===== config.mk =====
export PLATFORM = sky130hd
export DESIGN_NAME = pc_fetch_sequencer
export DESIGN_NICKNAME = d
export VERILOG_FILES = /design/src/rtl/pc_fetch_sequencer_pkg.sv /design/src/rtl/pc_fetch_sequencer_pc_reg.sv /design/src/rtl/pc_fetch_sequencer.sv
export SDC_FILE = /design/constraint.sdc
export NUM_CORES = 1
export LEC_CHECK = 0
export BUFFER_PORTS_ARGS = -buffer_cell sky130_fd_sc_hd__buf_2
export CAP_MARGIN = 30
export CELL_PAD_IN_SITES_DETAIL_PLACEMENT = 1
export CELL_PAD_IN_SITES_GLOBAL_PLACEMENT = 1
export CORE_MARGIN = 5
export CORE_UTILIZATION = 40
export DETAILED_ROUTE_END_ITERATION = 8
export HOLD_SLACK_MARGIN = 0.06
export PLACE_DENSITY_LB_ADDON = 0.15
export SYNTH_ARGS = -nofsm -noshare
export SYNTH_HDL_FRONTEND = slang
export SYNTH_HIERARCHICAL = 1
export SYNTH_SLANG_ARGS = --single-unit

===== constraint.sdc =====
create_clock -name clk_i -period 4.12 [get_ports clk_i]
set_input_delay 0.824 -clock clk_i [delete_from_list [all_inputs] [get_ports clk_i]]
set_output_delay 0.824 -clock clk_i [all_outputs]
set_load 0.05 [all_outputs]

===== src/rtl/pc_fetch_sequencer_pkg.sv =====
// Shared definitions for the PC fetch sequencer: address width, default vectors,
// ack timeout and fetch FSM state encoding.
package pc_fetch_sequencer_pkg;

  localparam int unsigned ADDR_W = 32;

  localparam logic [ADDR_W-1:0] RESET_VECTOR_DEF = 32'h0000_0000;
  localparam logic [ADDR_W-1:0] EXC_VECTOR_DEF   = 32'h0000_0080;
  localparam int unsigned       ACK_TIMEOUT_DEF  = 16;

  typedef enum logic [1:0] {
    BOOT = 2'd0,
    REQ  = 2'd1,
    HOLD = 2'd2,
    DROP = 2'd3
  } fetch_state_e;

  // Redirect targets are word aligned; the low two bits are discarded.
  function automatic logic [ADDR_W-1:0] word_align(input logic [ADDR_W-1:0] addr);
    return addr & ~ADDR_W'(3);
  endfunction

endpackage


===== src/rtl/pc_fetch_sequencer_pc_reg.sv =====
// Program counter register with synchronous reset to the reset vector and a load enable.
module pc_fetch_sequencer_pc_reg
  import pc_fetch_sequencer_pkg::*;
#(
  parameter logic [ADDR_W-1:0] RESET_VALUE = RESET_VECTOR_DEF
) (
  input  logic              clk_i,
  input  logic              rst_i,
  input  logic              load_i,
  input  logic [ADDR_W-1:0] data_i,
  output logic [ADDR_W-1:0] pc_o
);

  logic [ADDR_W-1:0] pc_q;

  always_ff @(posedge clk_i) begin
    if (rst_i) begin
      pc_q <= RESET_VALUE;
    end else if (load_i) begin
      pc_q <= data_i;
    end
  end

  assign pc_o = pc_q;

endmodule


===== src/rtl/pc_fetch_sequencer.sv =====
// Owns the PC and sequences instruction fetch over a req/ack imem handshake,
// with exception/redirect priority, decode backpressure and killed-fetch discard.
module pc_fetch_sequencer
  import pc_fetch_sequencer_pkg::*;
#(
  parameter logic [ADDR_W-1:0] RESET_VECTOR = RESET_VECTOR_DEF,
  parameter logic [ADDR_W-1:0] EXC_VECTOR   = EXC_VECTOR_DEF,
  parameter int unsigned       ACK_TIMEOUT  = ACK_TIMEOUT_DEF
) (
  input  logic              clk_i,
  input  logic              rst_i,
  input  logic              stall_i,
  input  logic              redirect_valid_i,
  input  logic [ADDR_W-1:0] redirect_pc_i,
  input  logic              exc_valid_i,
  output logic              imem_req_o,
  output logic [ADDR_W-1:0] imem_addr_o,
  input  logic              imem_ack_i,
  output logic              if_valid_o,
  output logic [ADDR_W-1:0] if_pc_o,
  output logic [ADDR_W-1:0] pc_o,
  output logic [ADDR_W-1:0] pc_next_o,
  output logic              fetch_timeout_o
);

  localparam int unsigned     CNT_W   = $clog2(ACK_TIMEOUT + 1);
  localparam logic [CNT_W-1:0] CNT_MAX = CNT_W'(ACK_TIMEOUT - 1);

  fetch_state_e      state_q;
  logic [ADDR_W-1:0] tgt_q;
  logic [CNT_W-1:0]  wait_cnt_q;
  logic              fetch_timeout_q;

  logic              kill;
  logic [ADDR_W-1:0] tgt;
  logic [ADDR_W-1:0] pc;
  logic [ADDR_W-1:0] pc_inc;
  logic              pc_load;
  logic [ADDR_W-1:0] pc_d;

  assign kill   = exc_valid_i | redirect_valid_i;
  assign tgt    = exc_valid_i ? EXC_VECTOR : word_align(redirect_pc_i);
  assign pc_inc = pc + ADDR_W'(4);

  pc_fetch_sequencer_pc_reg #(
    .RESET_VALUE(RESET_VECTOR)
  ) u_pc_reg (
    .clk_i (clk_i),
    .rst_i (rst_i),
    .load_i(pc_load),
    .data_i(pc_d),
    .pc_o  (pc)
  );

  // Next-PC mux: exception > redirect > sequential.
  always_comb begin
    pc_load = 1'b0;
    pc_d    = pc_inc;
    unique case (state_q)
      REQ: begin
        if (kill && imem_ack_i) begin
          pc_load = 1'b1;
          pc_d    = tgt;
        end else if (imem_ack_i && !stall_i) begin
          pc_load = 1'b1;
        end
      end
      HOLD: begin
        if (kill) begin
          pc_load = 1'b1;
          pc_d    = tgt;
        end else if (!stall_i) begin
          pc_load = 1'b1;
        end
      end
      DROP: begin
        if (imem_ack_i) begin
          pc_load = 1'b1;
          pc_d    = kill ? tgt : tgt_q;
        end
      end
      default: ;
    endcase
  end

  always_ff @(posedge clk_i) begin
    if (rst_i) begin
      state_q         <= BOOT;
      tgt_q           <= RESET_VECTOR;
      wait_cnt_q      <= '0;
      fetch_timeout_q <= 1'b0;
    end else begin
      unique case (state_q)
        BOOT: state_q <= REQ;
        REQ: begin
          if (kill && !imem_ack_i) begin
            tgt_q   <= tgt;
            state_q <= DROP;
          end else if (!kill && imem_ack_i && stall_i) begin
            state_q <= HOLD;
          end
        end
        HOLD: begin
          if (kill || !stall_i) state_q <= REQ;
        end
        DROP: begin
          if (imem_ack_i) begin
            state_q <= REQ;
          end else if (kill) begin
            tgt_q <= tgt;
          end
        end
        default: state_q <= BOOT;
      endcase

      // Ack wait counter saturates; timeout is sticky until reset.
      if (imem_req_o && imem_ack_i) begin
        wait_cnt_q <= '0;
      end else if (imem_req_o) begin
        if (wait_cnt_q == CNT_MAX) begin
          fetch_timeout_q <= 1'b1;
        end else begin
          wait_cnt_q <= wait_cnt_q + CNT_W'(1);
        end
      end
    end
  end

  assign imem_req_o      = (state_q == REQ) || (state_q == DROP);
  assign imem_addr_o     = pc;
  assign if_valid_o      = (state_q == HOLD) || ((state_q == REQ) && imem_ack_i && !kill);
  assign if_pc_o         = pc;
  assign pc_o            = pc;
  assign pc_next_o       = pc_inc;
  assign fetch_timeout_o = fetch_timeout_q;

endmodule


==> flow_metrics.env, run 1 <==
export IMPL_tritoncts="yes"
export IMPL_fin_util_pct=46.3
export IMPL_hpwl_um=16000
export IMPL_power_density_nw_per_um2=325
export IMPL_syn_avg_cell_area_um2=7.42
export IMPL_pin_count=169
export IMPL_grt_pass1_wl_um=33500
export IMPL_io_buffers=166
export IMPL_gp_congestion=0.912
export IMPL_crit_family="simple AND/OR/NAND/NOR gates"
export IMPL_final_cells=1025
export IMPL_clock_sinks=72
export IMPL_drt_first_pass_iters=5
export IMPL_die_x_um=129
export IMPL_drtAntennaViolNets=0
export IMPL_cp_arrival_ns=2.72
export IMPL_timing_critical_path_cells="nand3_2 > nor4_1 > nand4_1 > xnor2_1 > buf_2"
export IMPL_ys_ff_latch=72
export IMPL_clk_pin_slew_ns=0.06
export IMPL_skew_ns=0.00829
export IMPL_wl_per_cell_um=21.9
export IMPL_cp_end_kind="primary output"
export IMPL_overflow=0
export IMPL_power_frac_seq_pct=35.8
export IMPL_pwr_share_comb_pct=24.5
export IMPL_areaGrowthSynthToFinish_pct=13.2
export IMPL_final_nets=881
export IMPL_syn_nets=806
export IMPL_clockBufferDepth=2
export IMPL_fillers=1822
export IMPL_synth_common_cells="85 x nor2_1, 78 x nand2_1, 72 x dfxtp_1"
export IMPL_clockPowerShare_pct=39.7
export IMPL_antenna_found_initial=0
export IMPL_synth_top_area_share_pct=25.4
export IMPL_cts_htree_levels=3
export IMPL_drive_above_1_share_pct=26.7
export IMPL_cellLeakagePower_nw=2.87
export IMPL_cap_violations=0
export IMPL_die_y_um=129
export IMPL_vias=6091
export IMPL_ctsHoldBuffers=0
export IMPL_synth_warnings=6
export IMPL_yosysMostFrequentCell="nor2_1"
export IMPL_drt_iter0_drc=454
export IMPL_cts_resized=0
export IMPL_syn_inst=765
export IMPL_wl_um=22400
export IMPL_cp_max_fo=8
export IMPL_rsz0062_at_grt="false"
export IMPL_worst_setup_path_type="reg2out"
export IMPL_start_kind="register"
export IMPL_worstPathRequired_ns=3.30
export IMPL_grt_pass1_vias=6097
export IMPL_num_rows=43
export IMPL_synth_area_top_cells="dfxtp_1 25%, buf_4 8.9%, mux2i_1 6.2%"
export IMPL_peakVddDrop_mv=0.274
export IMPL_intPower_mw=1.36
export IMPL_cpMaxStageDelayCell="nor4_1"
export IMPL_syn_area_um2=5680
export IMPL_synthDistinctLibCells=71
export IMPL_synth_top_area_cell="dfxtp_1"
export IMPL_hold_path_class="reg2reg"
export IMPL_dieArea_um2=16700
export IMPL_min_period_ns=3.54
export IMPL_grt_total_usage_pct=25.7
export IMPL_maxSlewHeadroom_pct=29.8
export IMPL_clock_root_buffer="clkbuf_16"
export IMPL_p_switching_mw=0.727
export IMPL_switching_share_pct=34.8
export IMPL_dp_cells=1009
export IMPL_crit_buf_inv=1
export IMPL_grt_max_degree=47
export IMPL_postCtsSetupRepairBufs=0
export IMPL_finalMaxSlewViolations=0
export IMPL_max_stage_delay_ns=0.81
export IMPL_finalSetupTns_ns=0
export IMPL_core_um2=13900
export IMPL_initial_utilization_pct=40.9
export IMPL_setup_viol=0
export IMPL_synthArstFlopShare_pct=0
export IMPL_final_hold_violation_count=0
export IMPL_run_status="finished clean"
export IMPL_viasPerCell=5.94
export IMPL_timing_fmax_ghz=0.282
export IMPL_numCtsBuffers=9
export IMPL_synth_edf_count=0
export IMPL_period_share_pct=86.0
export IMPL_drc=0
export IMPL_synth_seq_area_share_pct=25.4
export IMPL_synth_main_ff_cell="dfxtp_1"
export IMPL_diodes=0
export IMPL_worst_slew_pin_slew_ns=1.05
export IMPL_clk_insertion_delay_late_ns=0.35
## registers in the layout, summed over array words and instances, names as in the netlist
name	flops
state_q	2
wait_cnt_q	5
u_pc_reg/pc_o	32
tgt_q	32
fetch_timeout_o	1
## worst register-to-register path, cell delays in order, from the launching register on
cell	delay, ns
dfxtp_1	0.78
buf_4	0.38
nor2b_1	0.87
nand3_1	0.22
o22ai_1	0.35
a21o_1	0.13
mux2i_1	0.06
nor2_1	0.09
## logic make-up (layout without fill, tap and decap cells)
family | count (synthesis) | after routing | synth area share, %
AOI/OAI and AO/OA | 195 | 195 | 22.5
and+or+nand+nor | 297 | 297 | 26.4
muxes | 37 | 37 | 6.57
buffers and inverters | 136 | 216 | 14.6
DFF | 72 | 72 | 25.4
xor gates and xnor gates | 25 | 25 | 3.86
adders and majority gates | 3 | 3 | 0.661
## area by class of cell
| cell class | count | area (µm²) | area share, % |
|---|---|---|---|
| well taps | 180 | 225 | 3.50 |
| clock buffers | 11 | 253 | 3.93 |
| inverters | 13 | 48.8 | 0.759 |
| repair buffers | 187 | 988 | 15.4 |
| multi-input cells | 557 | 3420 | 53.2 |
| clock inverters | 5 | 55.1 | 0.856 |
| flip-flops and latches | 72 | 1440 | 22.4 |
## power by group through the flow
| stage | Clock (mW) | Sequential [mW] | Combinational [mW] |
|---|---|---|---|
| global placement | 0 | 0.759 | 0.497 |
| detailed placement | 0 | 0.762 | 0.506 |
| CTS | 0.842 | 0.746 | 0.508 |
| finish | 0.828 | 0.747 | 0.512 |
| floorplan | 0 | 0.784 | 0.362 |
| global route | 0.871 | 0.750 | 0.538 |
## worst paths after layout
path | start | to | slack, ns | cells past startpoint
worst min-delay path | tgt_q[15]$_SDFFE_PP0P_ | tgt_q[15]$_SDFFE_PP0P_ | 0.46 | 2
worst max-delay path | u_pc_reg/pc_o[2]$_SDFFE_PP0P_ | pc_next_o[21] | 0.58 | 5
worst max register to register | state_q[0]$_SDFFE_PP0P_ | u_pc_reg/pc_o[19]$_SDFFE_PP0P_ | 1.15 | 7
worst min register to register | tgt_q[15]$_SDFFE_PP0P_ | tgt_q[15]$_SDFFE_PP0P_ | 0.46 | 2
## stage by stage
stage          setup slack (ns)  total power [mW]  hold slack (ns)  cell area (µm²)
2_1_floorplan             0.514              1.15            0.431             5680
3_3_place_gp              0.921              1.26            0.438             6120
3_5_place_dp              0.763              1.27            0.454             6120
4_1_cts                   0.557              2.10            0.463             6430
5_1_grt                   0.304              2.16            0.475             6430
6_report                  0.577              2.09            0.462             6430
## placed cells by master, fill, tap and decap left out, types with 3 or more instances in the layout
master,netlist,routed
a31o_2,8,8
buf_4,67,21
nand2_1,78,78
inv_1,12,12
nor2b_1,22,22
and2_1,4,4
clkbuf_16,0,9
o211ai_1,12,12
nor2_1,85,85
mux2i_1,35,35
and3_1,7,7
nor3_1,8,8
a31oi_1,4,4
buf_2,3,166
ha_1,3,3
a21oi_1,65,65
xor2_1,10,10
nand4_1,11,11
nand2b_1,11,11
dfxtp_1,72,72
nand3_1,25,25
o22ai_1,10,10
xnor2_1,15,15
a21boi_0,3,3
and3b_1,3,3
o21a_1,4,4
a22o_1,7,7
a2bb2oi_1,7,7
nand3b_1,9,9
nor3b_1,4,4
a32oi_1,7,7
nor4_1,6,6
or3_1,3,3
a22oi_1,13,13
or2_2,3,3
o21ai_0,30,29
## metal layers
metal	track usage [%]	part of all wire [%]
met4	10.0	3.3
met1	32.6	42
met5	0	0
met2	43.1	48
met3	5.03	6.5
Note: power is estimated with default switching activity, not from simulation.
==> inputs of run 2 (changes only) <==
Settings changed: CORE_ASPECT_RATIO from default to 0.6.
==> run 2 against run 1 <==
Critical path depth grew 2. Die area grew 0.46%. Sequential share of layout area is essentially flat. Critical endpoint is now pc_next_o[30]. First-iteration DRC count grew 17%.
==> flow_metrics.env, run 2 (synthesis results as in run 1) <==
export IMPL_final_cell_mix="166 x buf_2, 85 x nor2_1, 78 x nand2_1"
export IMPL_clock_root_buffer="clkbuf_16"
export IMPL_cts_resized=0
export IMPL_worst_setup_path_type="reg2out"
export IMPL_cp_max_fo=8
export IMPL_final_cells=1037
export IMPL_hpwl_um=16100
export IMPL_p_switching_mw=0.708
export IMPL_cellLeakagePower_nw=2.87
export IMPL_hold_path_class="reg2reg"
export IMPL_numCtsBuffers=9
export IMPL_setup_viol=0
export IMPL_clock_sinks=72
export IMPL_drive_above_1_share_pct=26.7
export IMPL_core_um2=13800
export IMPL_final_common_cell="buf_2"
export IMPL_maxSlewHeadroom_pct=29.9
export IMPL_diodes=0
export IMPL_cap_violations=0
export IMPL_wl_per_cell_um=21.4
export IMPL_grt_total_usage_pct=25.8
export IMPL_areaGrowthSynthToFinish_pct=13.0
export IMPL_antenna_found_initial=0
export IMPL_drt_iter0_drc=529
export IMPL_cts_htree_levels=3
export IMPL_clockPowerShare_pct=37.3
export IMPL_num_rows=33
export IMPL_period_share_pct=84.9
export IMPL_pwr_share_comb_pct=25.4
export IMPL_cp_arrival_ns=2.68
export IMPL_run_status="finished clean"
export IMPL_cp_end_kind="primary output"
export IMPL_switching_share_pct=35.4
export IMPL_die_y_um=102
export IMPL_overflow=0
export IMPL_io_buffers=166
export IMPL_gp_congestion=0.893
export IMPL_final_nets=882
export IMPL_clk_insertion_delay_late_ns=0.34
export IMPL_worst_slew_pin_slew_ns=1.05
export IMPL_min_period_ns=3.50
export IMPL_ctsHoldBuffers=0
export IMPL_clockBufferDepth=2
export IMPL_final_hold_violation_count=0
export IMPL_pin_count=169
export IMPL_dp_cells=1022
export IMPL_postCtsSetupRepairBufs=0
export IMPL_grt_pass1_wl_um=33800
export IMPL_whs_ns=0.454
export IMPL_dieArea_um2=16800
export IMPL_wl_um=22200
export IMPL_clk_pin_slew_ns=0.06
export IMPL_viasPerCell=5.87
export IMPL_fin_total_pwr_mw=2.00
export IMPL_rsz0062_at_grt="false"
export IMPL_skew_ns=0.00629
export IMPL_start_kind="register"
export IMPL_initial_utilization_pct=41.2
export IMPL_vias=6090
export IMPL_tritoncts="yes"
export IMPL_timing_fmax_ghz=0.286
export IMPL_die_x_um=164
export IMPL_drc=0
export IMPL_intPower_mw=1.29
export IMPL_peakVddDrop_mv=0.167
export IMPL_finalMaxSlewViolations=0
export IMPL_fin_util_pct=46.5
export IMPL_worstPathRequired_ns=3.30
export IMPL_power_density_nw_per_um2=312
export IMPL_grt_max_degree=45
export IMPL_drt_first_pass_iters=5
export IMPL_drtAntennaViolNets=0
export IMPL_finalSetupTns_ns=0
export IMPL_power_frac_seq_pct=37.4
export IMPL_grt_pass1_vias=5974
[run 2: cell count changes in the layout (fill, tap and decap cells not counted), sizes merged]
cell,previous run,this run
clkinvlp,2,0
buf,187,188
clkinv,3,5
bufinv,1,0
[run 2: metal layers]
layer / vias up / global-route usage [%] / routed length (µm)
met3: 33 / 5.93 / 1630
met2: 241 / 41.4 / 10100
li1: 2796 / - / -
met4: 0 / 5.93 / 358
met1: 3020 / 35.5 / 10100
met5: - / 0 / 0
[run 2: through the flow]
step	instance area [µm²]	setup WS, ns
floorplan	5680	0.514
global placement	6140	0.906
detailed placement	6140	0.813
CTS	6420	0.605
global route	6420	0.393
finish	6420	0.620
[run 2: power by group through the flow]
stage | clock [mW] | combinational, mW | sequential, mW
6_report | 0.745 | 0.508 | 0.748
2_1_floorplan | 0 | 0.362 | 0.784
4_1_cts | 0.762 | 0.504 | 0.747
3_3_place_gp | 0 | 0.492 | 0.760
3_5_place_dp | 0 | 0.502 | 0.763
5_1_grt | 0.794 | 0.537 | 0.752
[run 2: path summary, 6_finish.rpt]
kind	startpoint	endpoint	slack (ns)	cells after the start
setup reg to reg	state_q[0]$_SDFFE_PP0P_	u_pc_reg/pc_o[25]$_SDFFE_PP0P_	1.15	7
hold reg to reg	tgt_q[18]$_SDFFE_PP0P_	tgt_q[18]$_SDFFE_PP0P_	0.45	2
setup / recovery	u_pc_reg/pc_o[2]$_SDFFE_PP0P_	pc_next_o[30]	0.62	7
hold / removal	tgt_q[18]$_SDFFE_PP0P_	tgt_q[18]$_SDFFE_PP0P_	0.45	2
[run 2: area by class of cell]
| type | instances | area [µm²] |
|---|---|---|
| Clock inverter | 4 | 20.0 |
| Timing Repair Buffer | 188 | 996 |
| Sequential cell | 72 | 1440 |
| Clock buffer | 11 | 253 |
| Multi-Input combinational cell | 557 | 3420 |
| Tap cell | 192 | 240 |
| Inverter | 13 | 48.8 |
| Fill cell | 1803 | 7370 |
[run 2: worst max-delay path, stage by stage (launching register included)]
cell	delay [ns]
dfxtp_1	0.46
ha_1	0.31
and2_1	0.19
nand3_1	0.29
or3_4	0.51
nor2_1	0.14
xnor2_1	0.14
buf_2	0.29
